<file path="src/rtl/sun_trb_sar_pkg.sv">
// Shared types and constants for the SUN_TRB SAR controller.
// Optional comparator timeout is enabled by defining SUN_TRB_SAR_TIMEOUT_EN.
package sun_trb_sar_pkg;

   typedef enum logic [2:0] {
      ST_IDLE    = 3'd0,
      ST_SAMPLE  = 3'd1,
      ST_COMPARE = 3'd2,
      ST_SETTLE  = 3'd3,
      ST_FIN     = 3'd4
   } sar_state_t;

   localparam int NBITS_MIN   = 2;
   localparam int NBITS_MAX   = 16;
   localparam int SAMPLE_MIN  = 1;
   localparam int SAMPLE_MAX  = 15;
   localparam int TIMEOUT_MIN = 2;
   localparam int TIMEOUT_MAX = 15;

   // Sample and dwell counters must hold the largest legal cycle count.
   localparam int CNT_W = 4;

   // Bit-pointer width; never narrower than one bit.
   function automatic int ptr_width(input int nbits);
      return (nbits <= 2) ? 1 : $clog2(nbits);
   endfunction

endpackage

</file>
<file path="src/rtl/sun_trb_sar_tmo.sv">
// COMPARE dwell counter: flags expiry on the last allowed COMPARE cycle.
// Only instantiated when SUN_TRB_SAR_TIMEOUT_EN is defined.
module sun_trb_sar_tmo
   import sun_trb_sar_pkg::*;
#(
   parameter int TIMEOUT_CYCLES = 7
)(
   input  logic clk,
   input  logic rst_n,
   input  logic active,
   output logic expire
);

   localparam logic [CNT_W-1:0] LAST = CNT_W'(TIMEOUT_CYCLES - 1);

   logic [CNT_W-1:0] dwell;

   // Leaving COMPARE always passes through a non-COMPARE cycle, which rearms the count.
   always_ff @(posedge clk or negedge rst_n) begin
      if (!rst_n) begin
         dwell <= '0;
      end else if (active) begin
         dwell <= dwell + CNT_W'(1);
      end else begin
         dwell <= '0;
      end
   end

   assign expire = active && (dwell == LAST);

endmodule

</file>
<file path="src/rtl/sun_trb_sar_ctrl.sv">
// Successive-approximation sequencer for the SUN_TRB SAR ADC (sample/compare/settle).
// Define SUN_TRB_SAR_TIMEOUT_EN to force a decision after TIMEOUT_CYCLES of COMPARE dwell.
module sun_trb_sar_ctrl
   import sun_trb_sar_pkg::*;
#(
   parameter int NBITS          = 9,
   parameter int SAMPLE_CYCLES  = 2,
   parameter int TIMEOUT_CYCLES = 7
)(
   input  logic             CK,
   input  logic             RN,
   input  logic             START,
   input  logic             CMP,
   input  logic             CMP_VALID,
   output logic             SAMPLE,
   output logic             CMP_REQ,
   output logic [NBITS-1:0] SWP,
   output logic [NBITS-1:0] SWN,
   output logic [NBITS-1:0] DATA,
   output logic             DONE,
   output logic             BUSY,
   output logic             TIMEOUT_ERR
);

   localparam int                PW          = ptr_width(NBITS);
   localparam logic [PW-1:0]     PTR_TOP     = PW'(NBITS - 1);
   localparam logic [CNT_W-1:0]  SAMPLE_LAST = CNT_W'(SAMPLE_CYCLES - 1);

   sar_state_t       state, state_n;
   logic [PW-1:0]    ptr, ptr_n;
   logic [CNT_W-1:0] scnt, scnt_n;
   logic [NBITS-1:0] result, result_n;
   logic [NBITS-1:0] swp_n, swn_n, data_n;
   logic             done_n, terr_n;
   logic             tmo_expire;
   logic             bit_val;

`ifdef SUN_TRB_SAR_TIMEOUT_EN
   sun_trb_sar_tmo #(
      .TIMEOUT_CYCLES (TIMEOUT_CYCLES)
   ) u_tmo (
      .clk    (CK),
      .rst_n  (RN),
      .active (state == ST_COMPARE),
      .expire (tmo_expire)
   );
`else
   // Without the timeout COMPARE waits forever, so the error flag can never set.
   assign tmo_expire = 1'b0;
`endif

   always_comb begin
      state_n  = state;
      ptr_n    = ptr;
      scnt_n   = scnt;
      result_n = result;
      swp_n    = SWP;
      swn_n    = SWN;
      data_n   = DATA;
      done_n   = 1'b0;
      terr_n   = TIMEOUT_ERR;
      bit_val  = 1'b0;

      case (state)
         ST_IDLE: begin
            if (START) begin
               state_n  = ST_SAMPLE;
               ptr_n    = PTR_TOP;
               scnt_n   = '0;
               result_n = '0;
               swp_n    = '0;
               swn_n    = '0;
               terr_n   = 1'b0;
            end
         end

         ST_SAMPLE: begin
            if (scnt == SAMPLE_LAST) begin
               state_n = ST_COMPARE;
            end else begin
               scnt_n = scnt + CNT_W'(1);
            end
         end

         ST_COMPARE: begin
            // A real decision always wins over a coincident timeout.
            if (CMP_VALID || tmo_expire) begin
               bit_val       = CMP_VALID & CMP;
               result_n[ptr] = bit_val;
               if (bit_val) begin
                  swn_n[ptr] = 1'b1;
               end else begin
                  swp_n[ptr] = 1'b1;
               end
               if (!CMP_VALID) begin
                  terr_n = 1'b1;
               end
               if (ptr == '0) begin
                  state_n = ST_FIN;
                  data_n  = result_n;
                  done_n  = 1'b1;
               end else begin
                  state_n = ST_SETTLE;
               end
            end
         end

         ST_SETTLE: begin
            ptr_n   = ptr - PW'(1);
            state_n = ST_COMPARE;
         end

         ST_FIN: begin
            state_n = ST_IDLE;
         end

         default: begin
            state_n = ST_IDLE;
         end
      endcase
   end

   // Status outputs are registered from the next state so they line up with it.
   always_ff @(posedge CK or negedge RN) begin
      if (!RN) begin
         state       <= ST_IDLE;
         ptr         <= PTR_TOP;
         scnt        <= '0;
         result      <= '0;
         SWP         <= '0;
         SWN         <= '0;
         DATA        <= '0;
         DONE        <= 1'b0;
         TIMEOUT_ERR <= 1'b0;
         SAMPLE      <= 1'b0;
         CMP_REQ     <= 1'b0;
         BUSY        <= 1'b0;
      end else begin
         state       <= state_n;
         ptr         <= ptr_n;
         scnt        <= scnt_n;
         result      <= result_n;
         SWP         <= swp_n;
         SWN         <= swn_n;
         DATA        <= data_n;
         DONE        <= done_n;
         TIMEOUT_ERR <= terr_n;
         SAMPLE      <= (state_n == ST_SAMPLE);
         CMP_REQ     <= (state_n == ST_COMPARE);
         BUSY        <= (state_n != ST_IDLE);
      end
   end

endmodule

</file>
<file path="config.mk">
export PLATFORM = sky130hd
export DESIGN_NAME = sun_trb_sar_ctrl
export DESIGN_NICKNAME = d
export VERILOG_FILES = /design/src/rtl/sun_trb_sar_pkg.sv /design/src/rtl/sun_trb_sar_tmo.sv /design/src/rtl/sun_trb_sar_ctrl.sv
export SDC_FILE = /design/constraint.sdc
export NUM_CORES = 1
export LEC_CHECK = 0
export BUFFER_PORTS_ARGS = -buffer_cell sky130_fd_sc_hd__buf_4
export CORE_MARGIN = 3
export CORE_UTILIZATION = 43
export CTS_BUF_LIST = sky130_fd_sc_hd__clkbuf_8
export DETAILED_ROUTE_END_ITERATION = 8
export GPL_ROUTABILITY_DRIVEN = 0
export GPL_TIMING_DRIVEN = 0
export PLACE_DENSITY = 0.65
export SETUP_SLACK_MARGIN = 0.1
export SYNTH_ARGS = -nofsm -noshare
export SYNTH_HDL_FRONTEND = slang
export SYNTH_SLANG_ARGS = --single-unit
</file>
<file path="constraint.sdc">
create_clock -name CK -period 1.6 [get_ports CK]
set_input_delay 0.32 -clock CK [delete_from_list [all_inputs] [get_ports CK]]
set_output_delay 0.32 -clock CK [all_outputs]
set_load 0.005 [all_outputs]
</file>
### After elaboration in Yosys (flattened, before gate mapping)

Cells that the tools add are included.

* add/subtract/negate cells: 2
* muxes and demuxes: 25
* $lt $le $gt $ge: 2
* reduce and logical (&&, ||, !) cells: 13
* bitwise logic cells: 3
* equal/unequal tests: 11

Operators with widths (count)
* $mux W9: 6
* $pmux W9 S2: 3
* $or A9 B9 Y9: 2
* $pmux W4 S2: 2
* $mux W3: 4
* $mux W4: 3
* $pmux W3 S4: 1
* $ne A2 B2 Y1 const B: 5
* $bwmux W9: 1
* $eq A3 B2 Y1 const B: 3
* $reduce_and A3 Y1: 3
* $reduce_and A4 Y1: 2
* $eq A3 B1 Y1 const B: 2
* $reduce_bool A2 Y1: 3
* $lt A4 B5 Y1 const B: 1
* $add A4 B1 Y4 const B: 1
* $demux W1 S4: 1
* $eq A4 B1 Y1 const B: 1
* $ge A4 B1 Y1 const B: 1
* $logic_not A4 Y1: 1
* $mux W1: 4
* $sub A4 B1 Y4 const B: 1
* $logic_not A3 Y1: 1
* $reduce_bool A3 Y1: 1
* other kinds (3): 3

* word-level logic and storage cells: 67
* output and inout port bits: 32
* register bits: 51

### Longest topological paths before layout

* word-level depth: 8
* mapped depth: 6

### Worst setup path after synthesis

No wires, ideal clock.

* path kind: register -> register
* from: register ptr[3]
* to: register result[8]
* stages on the path, launching flop included: 5
* buffers on the path: 1
* library setup time: 0.118 ns
* period minus slack after synthesis: 1.621 ns
* arrival time: 1.503 ns
* setup slack: -0.021 ns
* path through: dfstp_2 clkbuf_1 nand3b_1 a2111o_1 a21o_1

* word-level cells in the longest chain between the ends: 7
* elaborated cells on any way between the ends: 8
* those cells by class: order compare: 2; mux: 5; reduce/logical: 1

RTL lines
* from (decl): RTL line sun_trb_sar_ctrl.sv:30 `logic [PW-1:0] ptr, ptr_n;`
* from (signal assigned): RTL line sun_trb_sar_ctrl.sv:140 `ptr <= ptr_n;`
* $lt A4 B5 Y1 (not written as such) or $ge A4 B1 Y1 (tied branches): RTL line sun_trb_sar_ctrl.sv:89 `result_n[ptr] = bit_val;`
* $logic_and A1 B1 Y1 (not written as such): RTL line sun_trb_sar_ctrl.sv:89
* $mux W1 (not written as such): RTL line sun_trb_sar_ctrl.sv:89
* $demux W1 S4 (*): RTL line sun_trb_sar_ctrl.sv:89
* $bwmux W9 (*): RTL line sun_trb_sar_ctrl.sv:89
* $mux W9 (*): RTL line sun_trb_sar_ctrl.sv:87 `if (CMP_VALID || tmo_expire) begin`
* $pmux W9 S2 (*): RTL line sun_trb_sar_ctrl.sv:64 `case (state)`
* to (signal assigned): RTL line sun_trb_sar_ctrl.sv:142 `result <= result_n;`
* to (decl): RTL line sun_trb_sar_ctrl.sv:32 `logic [NBITS-1:0] result, result_n;`

Every way passes the cells marked *; elsewhere a longest branch is shown, timed or not. The select of a mux whose other input is x is not followed.
A chain may end at the register's enable or synchronous reset.

### Worst setup path in the final report

* from: register ptr[1]
* to: register DATA[0]

* word-level cells in the longest chain between the ends: 5
* elaborated cells on any way between the ends: 8
* those cells by class: order compare: 2; mux: 3; reduce/logical: 3

RTL lines
* $lt A4 B5 Y1 (not written as such) or $ge A4 B1 Y1 (tied branches): RTL line sun_trb_sar_ctrl.sv:89
* $logic_and A1 B1 Y1 (not written as such): RTL line sun_trb_sar_ctrl.sv:89
* $mux W1 (not written as such): RTL line sun_trb_sar_ctrl.sv:89
* $demux W1 S4: RTL line sun_trb_sar_ctrl.sv:89
* $bwmux W9: RTL line sun_trb_sar_ctrl.sv:89
* to (signal assigned): RTL line sun_trb_sar_ctrl.sv:145 `DATA <= data_n;`
* to (decl): RTL line sun_trb_sar_ctrl.sv:19 `output logic [NBITS-1:0] DATA,`

Several ways; a longest one is shown, not always the timed one.

==> summary.md <==
| Metric | Value |
|---|---|
| Status | finished, violations left |
| Failing checks | setup timing |
| Worst Path Required | 1810 ps |
| Placement Rows | 26 |
| Worst VDD drop | 0.744 mV |
| Detailed Route WL | 6800 um |
| Fin nets | 307 |
| CTS root buf | clkbuf_8 |
| Syn_area_per_cell | 11.1 sq um |
| Fin Setup TNS | -110 ps |
| Initial antenna violation count | 0 |
| Syn-to-layout area delta | 52.4% |
| RR Endpoint | DATA[0] |
| Die width | 80.1 um |
| Post-synthesis cell type count | 44 |
| Pin count of the biggest net entering global routing | 51 |
| DRC | 0 |
| Pre-antenna DRT Iters | 4 |
| Seq/Total Area, Yosys | 0.530 |
| Port Buffers | 35 |
| Filler cell count | 367 |
| Crit path kind | flip-flop to flip-flop |
| Startpoint Class | flip-flop |
| Arrival @ worst endpoint | 1870 ps |
| # H-tree levels | 2 |
| Mapped Area | 2360 sq um |
| Final cycle utilization of the critical path | 1.04 |
| Endpoints failing setup | 5 |
| Clk pwr share | 0.129 |
| Clk Latency, worst-skew pair | 310 ps |
| Fin. Hold Viols | 0 |
| Vias in the first global route | 1941 |
| Pleak | 1.67 nW |
| Yosys warnings | 0 |
| Antenna Violating Nets Remaining | 0 |
| Crit end category | flip-flop |
| Via density | 5.42 |
| Worst Path Max Fanout | 4 |
| R2R Setup Slk | -60 ps |
| Post-detail-place hpwl | 3840 um |
| Tot Pwr | 6.18 mW |
| Core Area | 5200 sq um |
| Reg area | 1250 sq um |
| Max-Cap Viols | 0 |
| Multi-input gate area | 1310 sq um |
| Slew margin rel. | 0.539 |
| Clock Tree Buf Depth | 2 |
| Pint | 3.88 mW |
| First-pass GRT wire length | 9770 um |
| Total GRT Usage | 0.200 |
| RSZ-0062 raised after global routing | yes |
| N_diodes | 0 |
| #FFs+latches synth | 50 |
| Max Clock Skew | 14.5 ps |
| Via count | 1984 |
| Share of flip-flops with an asynchronous set or reset | 1.00 |
| Slew Viols, Final | 0 |
| Sw power | 2.30 mW |
| Drt initial violations | 119 |
| Sw Share | 0.371 |
| Hold_buf cts | 0 |
| Die area | 6420 sq um |
| Power density cells | 1720 nW/um^2 |
| Final core utilization | 0.692 |
| CTS sink cnt | 50 |
| R2R cell count | 5 |
| Syn Inst Count | 213 |
| Worst R2R Start | ptr[1] |
| Gr ovfl total | 0 |
| Slew @ Worst Pin | 692 ps |
| CTS clock-pin slew for the worst setup and hold paths | 100 ps |
| Setup ws final | -60.7 ps |
| Share of cells above drive strength 1 | 0.517 |
| I/O Pins | 37 |
| CTS tree | done |
| Synthesized Nets | 225 |
| Minimum period implied by the final worst setup slack | 1660 ps |
| Die Span Y | 80.1 um |
| Gate power share | 0.535 |
| Post-synth EDFFs | 0 |
| Post-synth top flop | dfrtp_1 |
| Fmax achieved | 0.602 GHz |
| Worst min-delay path class | input port to async pin |
| Reg power frac | 0.336 |
| Num CTS Buffers | 5 |
| Initial Util | 0.454 |
| Wire length per cell | 18.6 um |
[layout by cell type, fill, tap and decap left out, drive strengths merged, types with 3 or more instances in the layout]
master and instances:
nor2 10, dfrtp 49, o211ai 6, mux2i 9
inv 7, nand3b 5, ha 7, o21ai 9
a31oi 6, a22o 7, nand2 7, and2 3
clkbuf 12, a21oi 20, o21a 5, nor3b 6
nor3 7, a2111o 5, a21o 5, buf 86
o22a 3
[area by class of cell]
cell class	count	share of cell area
repair buffers	75	0.179
multi-input cells	141	0.363
inverters	5	0.00660
plain buffers	17	0.0521
clock buffers	6	0.0229
clock inverters	2	0.00347
well taps	70	0.0243
flip-flops and latches	50	0.349
[Yosys cell counts (3+ instances only)]
library cell,count,area (sq um)
o21a_1,5,37.5
and2_1,3,18.8
o21ai_1,3,15.0
dfrtp_1,49,1230
a2111o_1,5,56.3
a21oi_1,20,100
nor3b_1,5,37.5
a21o_1,5,37.5
nor3_1,7,35.0
inv_1,5,18.8
o21ai_0,6,30.0
a22o_1,7,61.3
a31oi_1,6,37.5
o211ai_1,6,45.0
ha_1,7,87.6
nand2_1,7,26.3
o22a_1,3,26.3
mux2i_1,9,90.1
buf_2,8,40.0
clkbuf_1,5,18.8
nor2_1,10,37.5
nand3b_1,5,37.5
[per-stage QoR]
stage / std cells / instance area, sq um / setup WS [ps] / hold WS, ps
after floorplan: 213 / 2400 / 85.9 / 24.4
after global placement: 318 / 2750 / -319 / 383
after detailed placement: 318 / 2750 / -293 / 381
after CTS: 348 / 3160 / 25.4 / 41.2
after global routing: 366 / 3600 / -86.9 / 45.5
final: 366 / 3600 / -60.7 / 6.33
[critical path, stage by stage (launching register included)]
cell     delay, ps
dfrtp_2        470
inv_4          100
ha_4           150
nor3b_4        290
and2_4         250
mux2_4         310
[how the worst max path moves through the flow]
stage                  start       to  slack (ps)  cells after the start
floorplan           state[0]   SWP[7]          90                      6
global placement    state[1]   SWN[2]        -320                      4
detailed placement  state[1]   SWN[3]        -290                      4
CTS                 state[0]   SWP[5]          30                      6
global route          ptr[1]  DATA[0]         -90                      5
finish                ptr[1]  DATA[0]         -60                      5
[logic make-up after synthesis]
group                      after synthesis  synth area share
AOI/OAI and AO/OA                       72             0.210
and+or+nand+nor                         50             0.128
DFF                                     50             0.530
buffers and inverters                   22            0.0455
muxes                                   11            0.0476
adders and majority gates                7            0.0371
other                                    1           0.00159
[routing by layer]
layer / GRT usage / up-vias / wire length (um)
li1: - / 945 / -
met1: 0.266 / 992 / 3010
met2: 0.334 / 37 / 3470
met3: 0.0392 / 10 / 202
met4: 0.0507 / 0 / 112
met5: 0 / - / 0
[state kept, by name (all words and copies together), names as in the netlist]
name / flops
result: 8
SAMPLE: 1
ptr: 4
SWN: 9
SWP: 9
DATA: 9
CMP_REQ: 1
DONE: 1
BUSY: 1
scnt: 4
state: 3
[power by group through the flow]
stage	Combinational [mW]	Sequential, mW	Clock [mW]
detailed placement	2.12	2.02	0
floorplan	1.31	2.00	0
CTS	2.63	2.02	0.802
global placement	2.09	2.01	0
global route	3.56	2.13	0.850
finish	3.31	2.08	0.796
[what timing repair did]
action / 4_1_cts / 5_1_grt
pin swaps: 11 / 18
setup buffers: 21 / 16
gates resized for setup: 36 / 65
endpoints found under the setup margin: 43 / 47
cloned: 1 / 3
Note: power is estimated with default switching activity, not from simulation.
